[config.mk]
export PLATFORM = sky130hd
export DESIGN_NAME = stream_mux_arb_flat
export DESIGN_NICKNAME = d
export VERILOG_FILES = /design/src/rtl/stream_mux_pkg.sv /design/src/rtl/stream_mux_arb_if.sv /design/src/rtl/stream_mux_arb_rr_arbiter.sv /design/src/rtl/stream_mux_arb.sv /design/src/flat_wrapper.sv
export SDC_FILE = /design/constraint.sdc
export NUM_CORES = 1
export LEC_CHECK = 0
export CAP_MARGIN = 15
export CORE_AREA = 2 2 39 41
export DETAILED_ROUTE_END_ITERATION = 8
export DIE_AREA = 0 0 41 43
export PLACE_DENSITY = 0.69
export SLEW_MARGIN = 20
export SYNTH_ARGS = -nofsm -noshare
export SYNTH_HDL_FRONTEND = slang
export SYNTH_SLANG_ARGS = --single-unit
[constraint.sdc]
create_clock -name Clk -period 1.2 [get_ports Clk]
set_input_delay 0.24 -clock Clk [delete_from_list [all_inputs] [get_ports Clk]]
set_output_delay 0.24 -clock Clk [all_outputs]
set_load 0.05 [all_outputs]
[src/rtl/stream_mux_pkg.sv]
`default_nettype none
// ============================================================================
// stream_mux_pkg : shared mode encodings, channel-count limits and helpers
// Revision: 1.0
// ============================================================================
package stream_mux_pkg;

   localparam logic MODE_FIXED = 1'b0;
   localparam logic MODE_RR    = 1'b1;

   localparam int NUM_IN_MIN = 2;
   localparam int NUM_IN_MAX = 16;

   function automatic int wrap_inc(input int idx, input int n);
      return (idx + 1 >= n) ? 0 : idx + 1;
   endfunction

endpackage
`default_nettype wire

[src/rtl/stream_mux_arb_if.sv]
`default_nettype none
// ============================================================================
// stream_mux_arb_if : N-channel input stream bundle plus single output stream
// Revision: 1.0
// ============================================================================
interface stream_mux_arb_if #(
   parameter int WIDTH  = 5,
   parameter int NUM_IN = 2,
   parameter int SEL_W  = $clog2(NUM_IN)
);
   logic [NUM_IN*WIDTH-1:0] in_data;
   logic [NUM_IN-1:0]       in_valid;
   logic [NUM_IN-1:0]       in_ready;
   logic [SEL_W-1:0]        sel;
   logic                    mode;
   logic [WIDTH-1:0]        out_data;
   logic                    out_valid;
   logic                    out_ready;
   logic [SEL_W-1:0]        out_src;

   modport master (
      output in_data, in_valid, sel, mode, out_ready,
      input  in_ready, out_data, out_valid, out_src
   );

   modport slave (
      input  in_data, in_valid, sel, mode, out_ready,
      output in_ready, out_data, out_valid, out_src
   );
endinterface
`default_nettype wire

[src/rtl/stream_mux_arb_rr_arbiter.sv]
`default_nettype none
// ============================================================================
// rr_arbiter : picks the first requesting channel searching upward from ptr
// Revision: 1.0
// ============================================================================
module rr_arbiter #(
   parameter int NUM_IN = 2,
   parameter int SEL_W  = $clog2(NUM_IN)
) (
   input  logic [NUM_IN-1:0] req,
   input  logic [SEL_W-1:0]  ptr,
   output logic [SEL_W-1:0]  grant,
   output logic              grant_valid
);

   logic [2*NUM_IN-1:0] req_dbl;
   logic [2*NUM_IN-1:0] req_rot;
   logic [SEL_W:0]      idx_sum;

   // Rotating a doubled copy puts channel (ptr+k) mod NUM_IN at bit k.
   assign req_dbl = {req, req};
   assign req_rot = req_dbl >> ptr;

   always_comb begin
      grant       = '0;
      grant_valid = 1'b0;
      idx_sum     = '0;
      for (int k = NUM_IN - 1; k >= 0; k--) begin
         if (req_rot[k]) begin
            idx_sum = {1'b0, ptr} + (SEL_W+1)'(k);
            if (idx_sum >= (SEL_W+1)'(NUM_IN)) begin
               idx_sum = idx_sum - (SEL_W+1)'(NUM_IN);
            end
            grant       = idx_sum[SEL_W-1:0];
            grant_valid = 1'b1;
         end
      end
   end

endmodule
`default_nettype wire

[src/rtl/stream_mux_arb.sv]
`default_nettype none
// ============================================================================
// stream_mux_arb : N-to-1 stream mux, fixed-select or round-robin, 1-deep out
// Build option: define STREAM_MUX_ARB_RR_EN to compile in round-robin mode.
// Revision: 1.0
// ============================================================================
module stream_mux_arb
   import stream_mux_pkg::*;
#(
   parameter int WIDTH  = 5,
   parameter int NUM_IN = 2,
   parameter int SEL_W  = $clog2(NUM_IN)
) (
   input  logic             Clk,
   input  logic             Reset_n,
   stream_mux_arb_if.slave  bus
);

   logic [WIDTH-1:0]  out_data_q,  out_data_d;
   logic [SEL_W-1:0]  out_src_q,   out_src_d;
   logic              out_valid_q, out_valid_d;

   logic              load_en;
   logic              fix_gv;
   logic              grant_valid;
   logic [SEL_W-1:0]  grant;
   logic [WIDTH-1:0]  grant_data;
   logic [NUM_IN-1:0] in_ready_w;

   assign load_en = !out_valid_q || bus.out_ready;

   always_comb begin
      fix_gv = 1'b0;
      for (int i = 0; i < NUM_IN; i++) begin
         if (bus.sel == SEL_W'(i)) begin
            fix_gv = bus.in_valid[i];
         end
      end
   end

`ifdef STREAM_MUX_ARB_RR_EN
   logic [SEL_W-1:0] ptr_q, ptr_d;
   logic [SEL_W-1:0] rr_grant;
   logic             rr_gv;
   logic             use_rr;

   rr_arbiter #(
      .NUM_IN (NUM_IN),
      .SEL_W  (SEL_W)
   ) u_rr_arbiter (
      .req         (bus.in_valid),
      .ptr         (ptr_q),
      .grant       (rr_grant),
      .grant_valid (rr_gv)
   );

   assign use_rr      = (bus.mode == MODE_RR);
   assign grant       = use_rr ? rr_grant : bus.sel;
   assign grant_valid = use_rr ? rr_gv    : fix_gv;

   always_comb begin
      ptr_d = ptr_q;
      if (use_rr && load_en && grant_valid) begin
         ptr_d = SEL_W'(wrap_inc(int'(rr_grant), NUM_IN));
      end
   end
`else
   logic unused_mode;

   assign unused_mode = bus.mode;
   assign grant       = bus.sel;
   assign grant_valid = fix_gv;
`endif

   always_comb begin
      grant_data = '0;
      in_ready_w = '0;
      for (int i = 0; i < NUM_IN; i++) begin
         if (grant == SEL_W'(i)) begin
            grant_data    = bus.in_data[i*WIDTH +: WIDTH];
            in_ready_w[i] = Reset_n && load_en && grant_valid && bus.in_valid[i];
         end
      end
   end

   // With no grant the stage empties, but data/src keep their last value.
   always_comb begin
      out_data_d  = out_data_q;
      out_src_d   = out_src_q;
      out_valid_d = out_valid_q;
      if (load_en) begin
         out_valid_d = grant_valid;
         if (grant_valid) begin
            out_data_d = grant_data;
            out_src_d  = grant;
         end
      end
   end

   always_ff @(posedge Clk or negedge Reset_n) begin
      if (!Reset_n) begin
         out_data_q  <= '0;
         out_src_q   <= '0;
         out_valid_q <= 1'b0;
`ifdef STREAM_MUX_ARB_RR_EN
         ptr_q       <= '0;
`endif
      end else begin
         out_data_q  <= out_data_d;
         out_src_q   <= out_src_d;
         out_valid_q <= out_valid_d;
`ifdef STREAM_MUX_ARB_RR_EN
         ptr_q       <= ptr_d;
`endif
      end
   end

   assign bus.in_ready  = in_ready_w;
   assign bus.out_data  = out_data_q;
   assign bus.out_src   = out_src_q;
   assign bus.out_valid = out_valid_q;

endmodule
`default_nettype wire
[src/flat_wrapper.sv]
// flat-port wrapper written by rule: the top's interface ports become plain ports
module stream_mux_arb_flat import stream_mux_pkg::*;
#(
   parameter int WIDTH  = 5,
   parameter int NUM_IN = 2,
   parameter int SEL_W  = $clog2(NUM_IN)
)
  (Clk, Reset_n, bus_in_data, bus_in_valid, bus_sel, bus_mode, bus_out_ready, bus_in_ready, bus_out_data, bus_out_valid, bus_out_src);
  stream_mux_arb_if #(.WIDTH(WIDTH), .NUM_IN(NUM_IN), .SEL_W(SEL_W)) bus_i ();
  input  logic Clk;
  input  logic Reset_n;
  input wire logic [$bits(bus_i.in_data)-1:0] bus_in_data;
  input wire logic [$bits(bus_i.in_valid)-1:0] bus_in_valid;
  input wire logic [$bits(bus_i.sel)-1:0] bus_sel;
  input wire logic [$bits(bus_i.mode)-1:0] bus_mode;
  input wire logic [$bits(bus_i.out_ready)-1:0] bus_out_ready;
  output wire logic [$bits(bus_i.in_ready)-1:0] bus_in_ready;
  output wire logic [$bits(bus_i.out_data)-1:0] bus_out_data;
  output wire logic [$bits(bus_i.out_valid)-1:0] bus_out_valid;
  output wire logic [$bits(bus_i.out_src)-1:0] bus_out_src;
  assign bus_i.in_data = bus_in_data;
  assign bus_i.in_valid = bus_in_valid;
  assign bus_i.sel = bus_sel;
  assign bus_i.mode = bus_mode;
  assign bus_i.out_ready = bus_out_ready;
  assign bus_in_ready = bus_i.in_ready;
  assign bus_out_data = bus_i.out_data;
  assign bus_out_valid = bus_i.out_valid;
  assign bus_out_src = bus_i.out_src;
  stream_mux_arb #(.WIDTH(WIDTH), .NUM_IN(NUM_IN), .SEL_W(SEL_W)) u_core (.Clk(Clk), .Reset_n(Reset_n), .bus(bus_i));
endmodule
* Word-level counts from Yosys, hierarchy flattened
Index checks and enable logic that the tools add are counted.
Operators by class: add/sub/neg operators 0, div/mod/pow operators 0, equality and inequality tests 0, reductions and logical operators 7, muxes and demuxes 4, bitwise gates (word level) 0, multiply operators 0, $lt $le $gt $ge 0, shifts and indexed selects 0
Operator list (count):
- $mux W5 | 1
- $logic_and A1 B1 Y1 | 4
- $mux W1 | 3
- $reduce_and A2 Y1 | 1
- $logic_not A1 Y1 | 1
- $logic_or A1 B1 Y1 | 1
Storage, ports and cells: latch bits 0, input port bits 17, word-level logic and storage cells 14, memory bits (read-only) 0, memories 0, flip-flop bits (word level) 7, RAM bits 0

* Longest topological paths before layout
Gate-level depths: netlist (run 1).
depth in word-level cells 6, gate-level depth with buffers 4

* Worst setup path after synthesis (run 1)
Ideal clock, no wire load.
path kind register -> output, start reg u_core.out_valid_q (netlist: u_core.bus.out_valid), end out bus_in_ready[0], arrival time 2045 ps, cell stages (with the launch flop) 4, path slack -1085 ps, path through dfrtp_1 > nand2b_1 > nand2_1 > nor3b_1
Between the ends: longest elaborated chain between the ends 6
Ends and longest elaborated chain:
- from (decl) | RTL line stream_mux_arb.sv:21 | logic out_valid_q, out_valid_d;
- from (signal assigned) | RTL line stream_mux_arb.sv:111 | out_valid_q <= out_valid_d;
- $logic_not A1 Y1 | RTL line stream_mux_arb.sv:30 | assign load_en = !out_valid_q || bus.out_ready;
- $logic_or A1 B1 Y1 | RTL line stream_mux_arb.sv:30
- $logic_and A1 B1 Y1 (3 in series) | RTL line stream_mux_arb.sv:81 | in_ready_w[i] = Reset_n && load_en && grant_valid && bus.in_valid[i];
- $mux W1 | RTL line stream_mux_arb.sv:79 | if (grant == SEL_W'(i)) begin
- to (decl) | RTL line flat_wrapper.sv:17 | output wire logic [$bits(bus_i.in_ready)-1:0] bus_in_ready;
Every way passes these cells.

* Worst setup path after layout (run 1)
start reg u_core.out_valid_q (netlist: u_core.bus.out_valid), end out bus_in_ready[1]
The elaborated chain is that of the path after synthesis.

==> results_dict.tcl, run 1 <==
set metrics [dict create \
    status "complete, but fails checks" \
    violations "negative setup slack" \
    dp.final_hpwl_um 886.2 \
    yosys.area.top_type "dfrtp_1" \
    synth-main-ff-cell "dfrtp_1" \
    dieArea_um2 1763 \
    drv_slew 0 \
    ys_warn_count 0 \
    port_buffers 24 \
    power.total_mw 1.124 \
    start_util_pct 28.93 \
    place_inst 76 \
    skew_ns 0.0003893 \
    synth_edf_count 0 \
    yosysTopAreaCellShare_pct 43.75 \
    grt_max_degree 8 \
    start_kind "flop" \
    rrSetupSlack_ns -0.16 \
    hold_class "primary input to async pin" \
    tightest_slew_ns 0.2925 \
    cts_buffers 3 \
    synthArstFlopShare_pct 100.0 \
    cts_tree "yes" \
    viasPerCell 4.578 \
    syn_avg_cell_area_um2 13.35 \
    critPathMaxFanout 2 \
    grt_util_all_layers_pct 15.65 \
    rsz0062_at_grt "yes" \
    area_delta_synth_final_pct 119.1 \
    worst_slack_ns -0.2299 \
    crit_type "flop to output pin" \
    clockBufferDepth 2 \
    routabilityCongestion 0.7027 \
    pwr_density_cell_nw_per_um2 1282 \
    post-route-drc-count 0 \
    htreeDepth 1 \
    fmax_mhz 699.4 \
    r2r_end "u_core.bus.out_data[3]" \
    io_pins 26 \
    end_kind "output pin" \
    yosysMostFrequentCell "dfrtp_1" \
    seq_area_frac_synth_pct 43.75 \
    routed-via-count 380 \
    fp.dieW_um 41 \
    drt_iter0_drc 1 \
    grt_overflow 0 \
    reg2reg_from "u_core.bus.out_valid" \
    core_area_um2 1384 \
    drt_wl_total_um 1106 \
    period_share_pct 119.2 \
    detail-route-antenna-nets 0 \
    synth_common_cells "7 x dfrtp_1, 5 x mux2_2, 5 x mux2_4, 4 x nand2_1" \
    syn_inst 30 \
    final_nets 85 \
    arrival_ns 1.19 \
    fin_crit_ns 1.430 \
    syn_area_um2 400.4 \
    clkLatencyLatePin_ns 0.25 \
    p_leak_nw 0.4034 \
    final_hold_viol_count 0 \
    antenna_found_initial 0 \
    grt_pass1_vias 407 \
    synth_seq_cells 7 \
    rr_worst_depth 4 \
    first_pass_iters 4 \
    rows 14 \
    synth_area_leaders "dfrtp_1 44%, mux2_4 19%, mux2_2 14%" \
    post_drt_wl_per_cell_um 13.33 \
    die_h_um 43 \
    layout-drive-gt1-share_pct 58.21 \
    diodes 0 \
    finalSetupViolations 8 \
    root_buffer "clkbuf_4" \
    ir_drop_uv 675.6 \
    grt_pass1_wl_um 1766 \
    slew-limit-headroom_pct 80.11 \
    layout.cells.non_filler 83 \
    path_clk_slew_ns 0.05 \
    maxCapViolCount 0 \
    cts.sinks 7 \
    syn_nets 47 \
    synth_cell_types 13 \
    crit_required_ns 0.96 \
]
[logic make-up after synthesis]
| family | count (synthesis) | share of synthesized area, % |
|---|---|---|
| multiplexers | 11 | 36.25 |
| flip-flops | 7 | 43.75 |
| AND/OR/NAND/NOR | 7 | 8.125 |
| AO/OA/AOI/OAI | 3 | 8.127 |
| buffers and inverters | 2 | 3.749 |
[sequential cells by signal (all words and copies together), names as in the netlist]
signal and count:
u_core.bus.out_valid 1, u_core.bus.out_src 1, u_core.bus.out_data 5
[placed cells by master (no fill, tap or decap)]
master / n
clkdlybuf4s50_1: 10
buf_12: 9
a22o_1: 1
buf_4: 8
a21oi_4: 1
a21o_1: 1
clkbuf_1: 1
clkbuf_4: 3
nor3b_4: 1
nor2_4: 1
nand2b_4: 1
mux2_4: 5
inv_1: 1
mux2i_2: 1
dfrtp_2: 1
mux2_2: 5
nand2_4: 1
dfrtp_1: 6
dlygate4sd2_1: 5
buf_6: 2
nand2_1: 3
[layout make-up]
cell class | instances | area, um2
fillers | 111 | 506.7
repair buffers | 34 | 406.6
multi-input cells | 21 | 244.0
flip-flops and latches | 7 | 176.4
clock buffers | 4 | 26.28
well taps | 16 | 20.02
inverters | 1 | 3.754
[per-stage QoR]
| step | utilization (%) | instance area [um2] | hold WS, ns | TNS [ns] | setup WS, ns |
|---|---|---|---|---|---|
| floorplan | - | 430.4 | -0.05559 | -0.5731 | -0.2424 |
| global placement | 59.40 | 822.0 | 0.5709 | -3.281 | -0.4511 |
| detailed placement | 59.40 | 822.0 | 0.5684 | -3.369 | -0.4637 |
| CTS | 62.30 | 862.1 | 0.1045 | -0.9102 | -0.2376 |
| global route | 63.38 | 877.1 | 0.1120 | -1.710 | -0.2680 |
| finish | 63.38 | 877.1 | 0.1040 | -1.412 | -0.2299 |
[report_power, final]
part           total (mW)  internal, mW  switching, mW
clock network       0.209         0.127         0.0822
logic               0.581         0.323          0.258
registers           0.335         0.281         0.0541
total                1.12         0.730          0.394
[how the worst max path moves through the flow]
stage | from | to | cells past startpoint
6_report | u_core.bus.out_valid | bus_in_ready[1] | 5
2_1_floorplan | u_core.bus.out_valid | bus_in_ready[0] | 3
4_1_cts | u_core.bus.out_valid | bus_in_ready[0] | 4
3_3_place_gp | bus_sel | u_core.bus.out_data[2] | 4
5_1_grt | u_core.bus.out_valid | bus_in_ready[1] | 5
3_5_place_dp | bus_sel | u_core.bus.out_data[3] | 4
[metal layers]
metal  vias to the layer above  wire (um)  track usage [%]
met5                         -          0                0
met4                         0         19            6.000
met3                         3         81            4.712
met2                        19        590            25.94
met1                       178        415            17.73
li1                        180          -                -
[worst max-delay path, stage by stage (launching register included)]
cell and delay, ns:
dfrtp_2 0.42, nand2b_4 0.09, nand2_4 0.05, buf_4 0.14, nor2_4 0.10, buf_12 0.14
[timing repair]
item / 4_1_cts / 5_1_grt
pin swaps: 2 / 1
hold buffers: 0 / 0
setup buffers: 2 / 1
resized for setup: 6 / 2
endpoints found under the setup margin: 9 / 8
(Power assumes the default switching activity.)
==> inputs of run 2 (changes only) <==
GPL_ROUTABILITY_DRIVEN = 0   (was unset)
SLEW_MARGIN = 40   (was 20)
==> results of run 2 <==
The final DEF is identical to that of run 1; final timing and power are the same.
